### src/rtl/cpu_run_ctrl.sv
`default_nettype none
// +----------------------------------------------------------------------------+
// | cpu_run_ctrl: run/step/halt sequencer for a CPU core with a register-write |
// | trace FIFO.                                      Revision: 1.0             |
// +----------------------------------------------------------------------------+
module cpu_run_ctrl #(
  parameter int          PC_W        = 64,
  parameter int          MAX_CYCLES  = 15,
  parameter int          CNT_W       = 16,
  parameter logic [31:0] HALT_INSTR  = 32'hD440_0000,
  parameter int          TRACE_DEPTH = 8
) (
  input  logic             CLOCK,
  input  logic             RESET_N,
  input  logic             START,
  input  logic             STEP_MODE,
  input  logic             STEP,
  input  logic [PC_W-1:0]  PC,
  input  logic [31:0]      INSTRUCTION,
  input  logic             REGWRITE,
  input  logic [4:0]       WRITE_REG,
  input  logic [63:0]      WRITE_DATA,
  output logic             CPU_EN,
  output logic [1:0]       STATE,
  output logic [CNT_W-1:0] CYCLE_COUNT,
  output logic             DONE,
  output logic             TIMEOUT,
  output logic [PC_W-1:0]  HALT_PC,
  output logic             TRACE_VALID,
  input  logic             TRACE_READY,
  output logic [4:0]       TRACE_REG,
  output logic [63:0]      TRACE_DATA,
  output logic             TRACE_OVERFLOW
);

  localparam logic [1:0] S_IDLE  = 2'd0;
  localparam logic [1:0] S_RUN   = 2'd1;
  localparam logic [1:0] S_PAUSE = 2'd2;
  localparam logic [1:0] S_HALT  = 2'd3;

  localparam int               AW      = (TRACE_DEPTH > 1) ? $clog2(TRACE_DEPTH) : 1;
  localparam logic [AW:0]      DEPTH_C = (AW+1)'(TRACE_DEPTH);
  localparam logic [CNT_W-1:0] MAX_C   = CNT_W'(MAX_CYCLES);

  logic [1:0]       state_q, state_d;
  logic [CNT_W-1:0] cnt_q, cnt_d;
  logic             done_q, done_d;
  logic             timeout_q, timeout_d;
  logic [PC_W-1:0]  halt_pc_q, halt_pc_d;
  logic             ovf_q, ovf_d;
  logic [AW:0]      fifo_cnt_q, fifo_cnt_d;
  logic [AW-1:0]    rd_ptr_q, rd_ptr_d;
  logic [AW-1:0]    wr_ptr_q, wr_ptr_d;
  logic [68:0]      mem_q [TRACE_DEPTH];

  logic             cpu_en;
  logic [CNT_W-1:0] cnt_inc;
  logic             halt_hit;
  logic             timeout_hit;
  logic             ovf_clr;
  logic             push_req;
  logic             push;
  logic             pop;
  logic             fifo_empty;
  logic             fifo_full;
  logic [68:0]      head;

  always_comb begin
    cpu_en = 1'b0;
    case (state_q)
      S_RUN:   cpu_en = 1'b1;
      S_PAUSE: cpu_en = STEP;
      default: cpu_en = 1'b0;
    endcase
  end

  assign cnt_inc     = cnt_q + 1'b1;
  assign halt_hit    = cpu_en && (INSTRUCTION == HALT_INSTR);
  assign timeout_hit = cpu_en && !halt_hit && (cnt_inc == MAX_C);

  always_comb begin
    state_d   = state_q;
    cnt_d     = cnt_q;
    done_d    = done_q;
    timeout_d = timeout_q;
    halt_pc_d = halt_pc_q;
    ovf_clr   = 1'b0;
    case (state_q)
      S_IDLE, S_HALT: begin
        if (START) begin
          cnt_d     = '0;
          done_d    = 1'b0;
          timeout_d = 1'b0;
          ovf_clr   = 1'b1;
          state_d   = STEP_MODE ? S_PAUSE : S_RUN;
        end
      end
      S_RUN:   if (STEP_MODE)  state_d = S_PAUSE;
      S_PAUSE: if (!STEP_MODE) state_d = S_RUN;
      default: state_d = S_IDLE;
    endcase
    // The cycle that halts is itself an enabled cycle and is counted.
    if (cpu_en && (cnt_q < MAX_C)) cnt_d = cnt_inc;
    if (halt_hit || timeout_hit) begin
      state_d   = S_HALT;
      done_d    = halt_hit;
      timeout_d = timeout_hit;
      halt_pc_d = PC;
    end
  end

  assign push_req   = cpu_en && REGWRITE && (WRITE_REG != 5'd31);
  assign fifo_empty = (fifo_cnt_q == '0);
  assign fifo_full  = (fifo_cnt_q == DEPTH_C);
  assign pop        = !fifo_empty && TRACE_READY;
  // A full FIFO still takes the push when the head leaves in the same cycle.
  assign push       = push_req && (!fifo_full || pop);

  always_comb begin
    rd_ptr_d   = pop  ? rd_ptr_q + 1'b1 : rd_ptr_q;
    wr_ptr_d   = push ? wr_ptr_q + 1'b1 : wr_ptr_q;
    fifo_cnt_d = fifo_cnt_q;
    case ({push, pop})
      2'b10:   fifo_cnt_d = fifo_cnt_q + 1'b1;
      2'b01:   fifo_cnt_d = fifo_cnt_q - 1'b1;
      default: fifo_cnt_d = fifo_cnt_q;
    endcase
    ovf_d = ovf_clr ? 1'b0 : (ovf_q | (push_req && !push));
  end

  always_ff @(posedge CLOCK or negedge RESET_N) begin
    if (!RESET_N) begin
      state_q    <= S_IDLE;
      cnt_q      <= '0;
      done_q     <= 1'b0;
      timeout_q  <= 1'b0;
      halt_pc_q  <= '0;
      ovf_q      <= 1'b0;
      fifo_cnt_q <= '0;
      rd_ptr_q   <= '0;
      wr_ptr_q   <= '0;
    end else begin
      state_q    <= state_d;
      cnt_q      <= cnt_d;
      done_q     <= done_d;
      timeout_q  <= timeout_d;
      halt_pc_q  <= halt_pc_d;
      ovf_q      <= ovf_d;
      fifo_cnt_q <= fifo_cnt_d;
      rd_ptr_q   <= rd_ptr_d;
      wr_ptr_q   <= wr_ptr_d;
    end
  end

  // Storage needs no reset: the head is masked whenever the FIFO is empty.
  always_ff @(posedge CLOCK) begin
    if (push) mem_q[wr_ptr_q] <= {WRITE_REG, WRITE_DATA};
  end

  assign head           = mem_q[rd_ptr_q];
  assign CPU_EN         = cpu_en;
  assign STATE          = state_q;
  assign CYCLE_COUNT    = cnt_q;
  assign DONE           = done_q;
  assign TIMEOUT        = timeout_q;
  assign HALT_PC        = halt_pc_q;
  assign TRACE_VALID    = !fifo_empty;
  assign TRACE_REG      = fifo_empty ? 5'd0  : head[68:64];
  assign TRACE_DATA     = fifo_empty ? 64'd0 : head[63:0];
  assign TRACE_OVERFLOW = ovf_q;

endmodule
`default_nettype wire

### config.mk
export PLATFORM = sky130hd
export DESIGN_NAME = cpu_run_ctrl
export DESIGN_NICKNAME = d
export VERILOG_FILES = /design/src/rtl/cpu_run_ctrl.sv
export SDC_FILE = /design/constraint.sdc
export NUM_CORES = 1
export LEC_CHECK = 0
export ABC_AREA = 0
export CAP_MARGIN = 20
export CORE_ASPECT_RATIO = 0.5
export CORE_UTILIZATION = 55
export DETAILED_ROUTE_END_ITERATION = 8
export PLACE_DENSITY = 0.8
export SETUP_SLACK_MARGIN = 0.2
export SLEW_MARGIN = 5
export SYNTH_ARGS = -nofsm -noshare
export SYNTH_HDL_FRONTEND = slang
export SYNTH_SLANG_ARGS = --single-unit
export TNS_END_PERCENT = 50
### constraint.sdc
create_clock -name CLOCK -period 17.8 [get_ports CLOCK]
set_input_delay 1.78 -clock CLOCK [delete_from_list [all_inputs] [get_ports CLOCK]]
set_output_delay 1.78 -clock CLOCK [all_outputs]
set_load 0.1 [all_outputs]
==> impl_metrics.ini, run 1 <==
[logic_synthesis]
synth_cell_types = 47
synth.top_cell.area_share_pct = 66.0
ys_seq_elements = 647
synthArstFlopShare_pct = 14.7
postSynthCellCount = 1197
synthTopCellsByArea = edfxtp_1 66%, mux4_2 12%, dfrtp_1 9.5%, mux2i_1 2.8%, mux2_4 2.3%
ys_seq_area_share_pct = 75.4
syn-num-nets = 1378
yosys.area.top_type = edfxtp_1
synth_edf_count = 552
yosysWarnings = 0
ys.flop_type = edfxtp_1
syn_avg_cell_area_um2 = 21.0
syn-cell-area_mm2 = 0.0251

[min_path]
hp-class = flop to flop

[sta]
worst_pin_slew_ps = 1140
clock.fmax_mhz = 156
final.min_clock_period_ps = 6430
setup_viol = 0
finalCritPeriodShare_pct = 36.1
slew_headroom_pct = 24.1
slew_violations = 0
fin_setup_tns_ps = 0
rsz0062_at_grt = false
final_hold_viol_count = 0
skew_ps = 24.3

[grt]
grt_pass1_vias = 13940
grt_pass1_wl_um = 84300
grt_max_degree = 77
grt_use_total_pct = 24.1
grt_overflow = 0
antenna_found_initial = 1

[setup_path]
required_ps = 16020
cp.arrival_ps = 4650
cp-start-kind = flop
path_cells = buf_4, mux4_2, mux2i_1, nor2_1, clkdlybuf4s50_1
critPathMaxFanout = 74
critPathSlowestCell = clkdlybuf4s50_1
cp_top_family = buffers and inverters
reg2reg_slack_ps = 13240
crit_type = flop to output pin
slowest_delay_ps = 1200
path_buf_inv = 2
endpoint_kind = output pin

[cells_and_area]
synthToLayoutAreaGrowth_pct = 23.0
design_area_mm2 = 0.0309
fin_nets = 1726
utilization_pct = 69.7
drive_gt1_share_pct = 19.9

[power]
peakVddDrop_v = 0.000121
powerDensity_mw_per_mm2 = 168
total_power_mw = 5.20
power_leakage_nw = 10.8

[cts]
cts_buffer_depth = 3
clk_pin_slew_ps = 70
cts_buffers = 54
insertion_delay_ps = 600
cts_tree = done
h-tree-depth = 2
cts_setup_buffers = 0
ctsHoldBuffers = 0
clock-sinks = 647
cts_root_buf = clkbuf_16
cts-resized-gates = 0

[detailed_routing]
drt-pass1-iter-count = 5
post_drt_wl_per_cell_um = 26.0
routed_wl_um = 56500
postRouteAntennaNets = 0
drtIter0Drc = 979
avgViaCountPerCell = 5.91
drc = 0
vias = 12859

[place]
place_hpwl_um = 32100
port_buffers = 327
place_area_mm2 = 0.0291
place_congestion = 0.827

[job]
maxCapViolations = 0

[floorplan]
rows = 54
ios = 328
core_mm2 = 0.0443
dieHeight_um = 153
initial_core_util_pct = 56.7
dieArea_mm2 = 0.0466
die_w_um = 304

[run_status]
status = complete, no violations
==> final cells by class <==
class | instances | area (µm²)
fillers | 2626 | 13400
multi-input cells | 485 | 5980
clock buffers | 74 | 1450
clock inverters | 22 | 229
repair buffers | 348 | 3510
diodes | 1 | 2.50
well taps | 588 | 736
flip-flops and latches | 647 | 19000
inverters | 9 | 33.8
==> cell usage after synthesis (2+ instances only) <==
cell type	number
dfrtp_1	95
a21oi_1	7
buf_6	4
nor3_1	5
inv_1	9
edfxtp_1	552
nand4_1	7
mux2_4	38
xnor2_1	6
nand2_1	14
or4_1	2
nor2b_1	2
clkbuf_1	29
nor4b_1	2
nand2b_1	7
ha_1	8
xor2_1	4
and2_1	5
nand3_1	7
o21ai_0	10
mux4_2	138
nor4_1	10
a31oi_1	2
mux2i_1	71
and3_1	9
buf_1	22
nor2_1	82
mux2_2	31
==> state kept, by name, summed over array words and instances, names as in the netlist, 2 cells and up <==
signal and count:
wr_ptr_q 3, rd_ptr_q 3, mem_q 552, fifo_cnt_q 4, CYCLE_COUNT 16, HALT_PC 64
STATE 2
==> worst reg2reg max path, delay by kind of cell (launching register included) <==
family	cells	cell delay (ps)
and+or+nand+nor	3	1600
buffers and inverters	2	790
DFF	1	420
AOI/OAI and AO/OA	2	1080
adders and majority gates	1	250
==> cells by family after synthesis <==
| group | share of synthesized area (%) |
|---|---|
| mux | 18.9 |
| simple gates | 3.08 |
| flops | 75.4 |
| fa+ha+maj | 0.478 |
| buf+inv | 1.11 |
| compound gates | 0.707 |
| xor+xnor | 0.349 |
==> through the flow <==
stage,worst slack (ps),cells,hold slack [ps]
2_1_floorplan,9510,1197,465
3_3_place_gp,11590,2073,492
3_5_place_dp,11480,2073,492
4_1_cts,11300,2169,508
5_1_grt,11180,2174,515
6_report,11370,2174,506
==> where the power goes <==
part,internal (mW),leakage (nW),switching [mW]
Combinational,0.681,3.74,1.55
Sequential,1.71,6.27,0.104
Clock,0.628,0.816,0.526
Total,3.01,10.8,2.18
==> routing by layer <==
layer	wire, µm	vias up	GRT usage (%)	part of all wire, %
li1	-	5533	-	-
met1	21300	6684	30.5	38
met2	30100	552	43.3	53
met3	3710	90	4.34	6.6
met4	1350	0	6.52	2.4
met5	0	-	0	0
==> final timing paths <==
| path | startpoint | end | cells past startpoint |
|---|---|---|---|
| setup / recovery | rd_ptr_q[1]$_DFFE_PN0P_ | TRACE_DATA[39] | 5 |
| setup reg to reg | STATE[0]$_DFFE_PN0P_ | mem_q[6][27]$_DFFE_PP_ | 8 |
| max in group asynchronous | RESET_N | HALT_PC[15]$_DFFE_PN0P_ | 3 |
| hold / removal | HALT_PC[62]$_DFFE_PN0P_ | HALT_PC[62]$_DFFE_PN0P_ | 1 |
| min in group asynchronous | RESET_N | rd_ptr_q[2]$_DFFE_PN0P_ | 1 |
| hold reg to reg | HALT_PC[62]$_DFFE_PN0P_ | HALT_PC[62]$_DFFE_PN0P_ | 1 |
==> layout by cell type (no fill, tap or decap), drive strengths merged, types with 2 or more instances in the layout <==
master           n
bufinv           4
o21ai           10
nor3             5
clkinv          16
mux4           138
mux2            69
ha               8
a21oi            7
or4              2
nor4            10
nand3            8
and3             9
and2             5
inv             11
nor2            82
edfxtp         552
a2111oi          2
nand4            8
xor2             4
nor4b            2
xnor2            6
nand2           14
a31oi            2
mux2i           71
buf             22
dfrtp           95
nand2b           7
clkdlybuf4s50  326
clkbuf          74
nor2b            2
Power figures use the tool's default switching activity.
==> run 2, diff against run 1 <==
==> constraint.sdc (replaced) <==
create_clock -name CLOCK -period 6.05 [get_ports CLOCK]
set_input_delay 0.605 -clock CLOCK [delete_from_list [all_inputs] [get_ports CLOCK]]
set_output_delay 0.605 -clock CLOCK [all_outputs]
set_load 0.1 [all_outputs]
==> impl_metrics.ini, run 2 (synthesis results as in run 1) <==
[sta]
final.min_clock_period_ps = 4680
setup_viol = 0
hold_ws_ps = 501
finalCritPeriodShare_pct = 77.4
worst_pin_slew_ps = 1080
skew_ps = 23.4
postLayoutSetupSlackWorst_ps = 1370
fin_setup_tns_ps = 0
clock.fmax_mhz = 214
rsz0062_at_grt = false
slew_headroom_pct = 28.0
slew_violations = 0
final_hold_viol_count = 0

[cells_and_area]
synthToLayoutAreaGrowth_pct = 23.8
instances_no_fill = 2176
largest_reg_flops = 552
regMostFlops = mem_q
final_common_cell = edfxtp_1
final_cell_mix = 552 x edfxtp_1, 326 x clkdlybuf4s50_1, 138 x mux4_2
utilization_pct = 70.2
fin_nets = 1726
fillers = 2633
drive_gt1_share_pct = 20.6

[power]
power_frac_seq_pct = 34.7
clkPwrFrac_pct = 23.0
combinationalPowerShare_pct = 42.4
p_int_mw = 8.97
power_leakage_nw = 10.9
power_switching_mw = 6.43
powerDensity_mw_per_mm2 = 495
switching_share_pct = 41.8
peakVddDrop_v = 0.000392

[detailed_routing]
drc = 0
drtIter0Drc = 984
vias = 12802
drt-pass1-iter-count = 5
post_drt_wl_per_cell_um = 24.7
routed_wl_um = 53800
avgViaCountPerCell = 5.88
postRouteAntennaNets = 0

[place]
place_congestion = 0.811
dpl.cell_count = 2076
place_hpwl_um = 31400
pre_cts_ws_ps = 1620
port_buffers = 327

[floorplan]
ios = 328
core_mm2 = 0.0443
rows = 54
die_w_um = 304
dieHeight_um = 153
dieArea_mm2 = 0.0466
initial_core_util_pct = 56.7

[grt]
grt_max_degree = 71
grt_pass1_vias = 13857
grt_pass1_wl_um = 83000
grt_use_total_pct = 23.5
grt_overflow = 0
antenna_found_initial = 2

[cts]
cts_buffer_depth = 3
h-tree-depth = 2
clk_pin_slew_ps = 70
cts_root_buf = clkbuf_16
cts-resized-gates = 0
cts_buffers = 54
insertion_delay_ps = 610
clock-sinks = 647
cts_tree = done
cts_setup_buffers = 0

[setup_path]
endpoint_kind = output pin
required_ps = 5440
cp_top_family = buffers and inverters
cp-start-kind = flop
setup.worst_path.start = rd_ptr_q[1]$_DFFE_PN0P_
critPathSlowestCell = clkdlybuf4s50_1
crit_type = flop to output pin
path_cells = buf_4, mux4_2, mux2i_1, nor2_1, clkdlybuf4s50_1
reg2reg_from = STATE[0]$_DFFE_PN0P_
critPathMaxFanout = 67
slowest_delay_ps = 1220
path_buf_inv = 2
cp.arrival_ps = 4080

[min_path]
hp-class = primary input to async pin

[run_status]
status = complete, no violations

[job]
maxCapViolations = 0
run 2: changes by cell type in the layout (fill, tap and decap cells not counted), sizes merged:
cell | before | now
clkbuf | 74 | 66
bufinv | 4 | 5
clkinv | 16 | 24
inv | 11 | 10
buf | 22 | 21
clkinvlp | 0 | 2
dlygate4sd3 | 0 | 1
run 2: final timing paths:
| check | to | slack, ps | depth (start not counted) |
|---|---|---|---|
| min | HALT_PC[30]$_DFFE_PN0P_ | 500 | 2 |
| min reg2reg | HALT_PC[26]$_DFFE_PN0P_ | 510 | 1 |
| min in group CLOCK | HALT_PC[26]$_DFFE_PN0P_ | 510 | 1 |
| max in group asynchronous | rd_ptr_q[2]$_DFFE_PN0P_ | 4300 | 3 |
| max reg2reg | mem_q[4][52]$_DFFE_PP_ | 2150 | 8 |
| max | TRACE_DATA[36] | 1370 | 5 |
run 2: worst register-to-register path, delay by kind of cell (launching register included):
family | cells | cell delay [ps]
AO/OA/AOI/OAI | 2 | 840
adder cells (fa/ha/maj) | 1 | 260
flip-flops | 1 | 420
buffers and inverters | 2 | 490
AND/OR/NAND/NOR | 3 | 1560
run 2: per-layer routing:
layer  global-route usage, %  vias to the layer above  share of wire, %
met5                       0                        -                 0
met4                    4.98                        0               1.6
met3                    4.30                       63               6.4
met2                    42.0                      497                53
met1                    30.3                     6690                39
li1                        -                     5552                 -
run 2: cell type report:
type	instances	area, µm²	area share, %
Sequential cell	647	19000	61.0
Multi-Input combinational cell	485	5990	19.3
Timing Repair Buffer	348	3570	11.5
Clock buffer	66	1470	4.72
Tap cell	588	736	2.37
Clock inverter	32	333	1.07
Inverter	9	33.8	0.109
Antenna cell	1	2.50	0.00805
run 2: through the flow:
stage               cell area (µm²)  total power, mW
floorplan                     25100             10.3
global placement              29300             11.9
detailed placement            29300             12.0
CTS                           31100             15.5
global route                  31100             15.9
finish                        31100             15.4
run 2: power groups by stage:
stage          logic, mW  clock network, mW  registers, mW
4_1_cts             6.59               3.59           5.35
2_1_floorplan       5.09                  0           5.25
3_5_place_dp        6.53                  0           5.44
5_1_grt             6.77               3.75           5.37
3_3_place_gp        6.46                  0           5.42
6_report            6.53               3.54           5.34
run 2: repair_timing:
action	CTS	global route
hold buffers	1	0
endpoints found under the hold margin	33	0
setup endpoints to repair	0	0
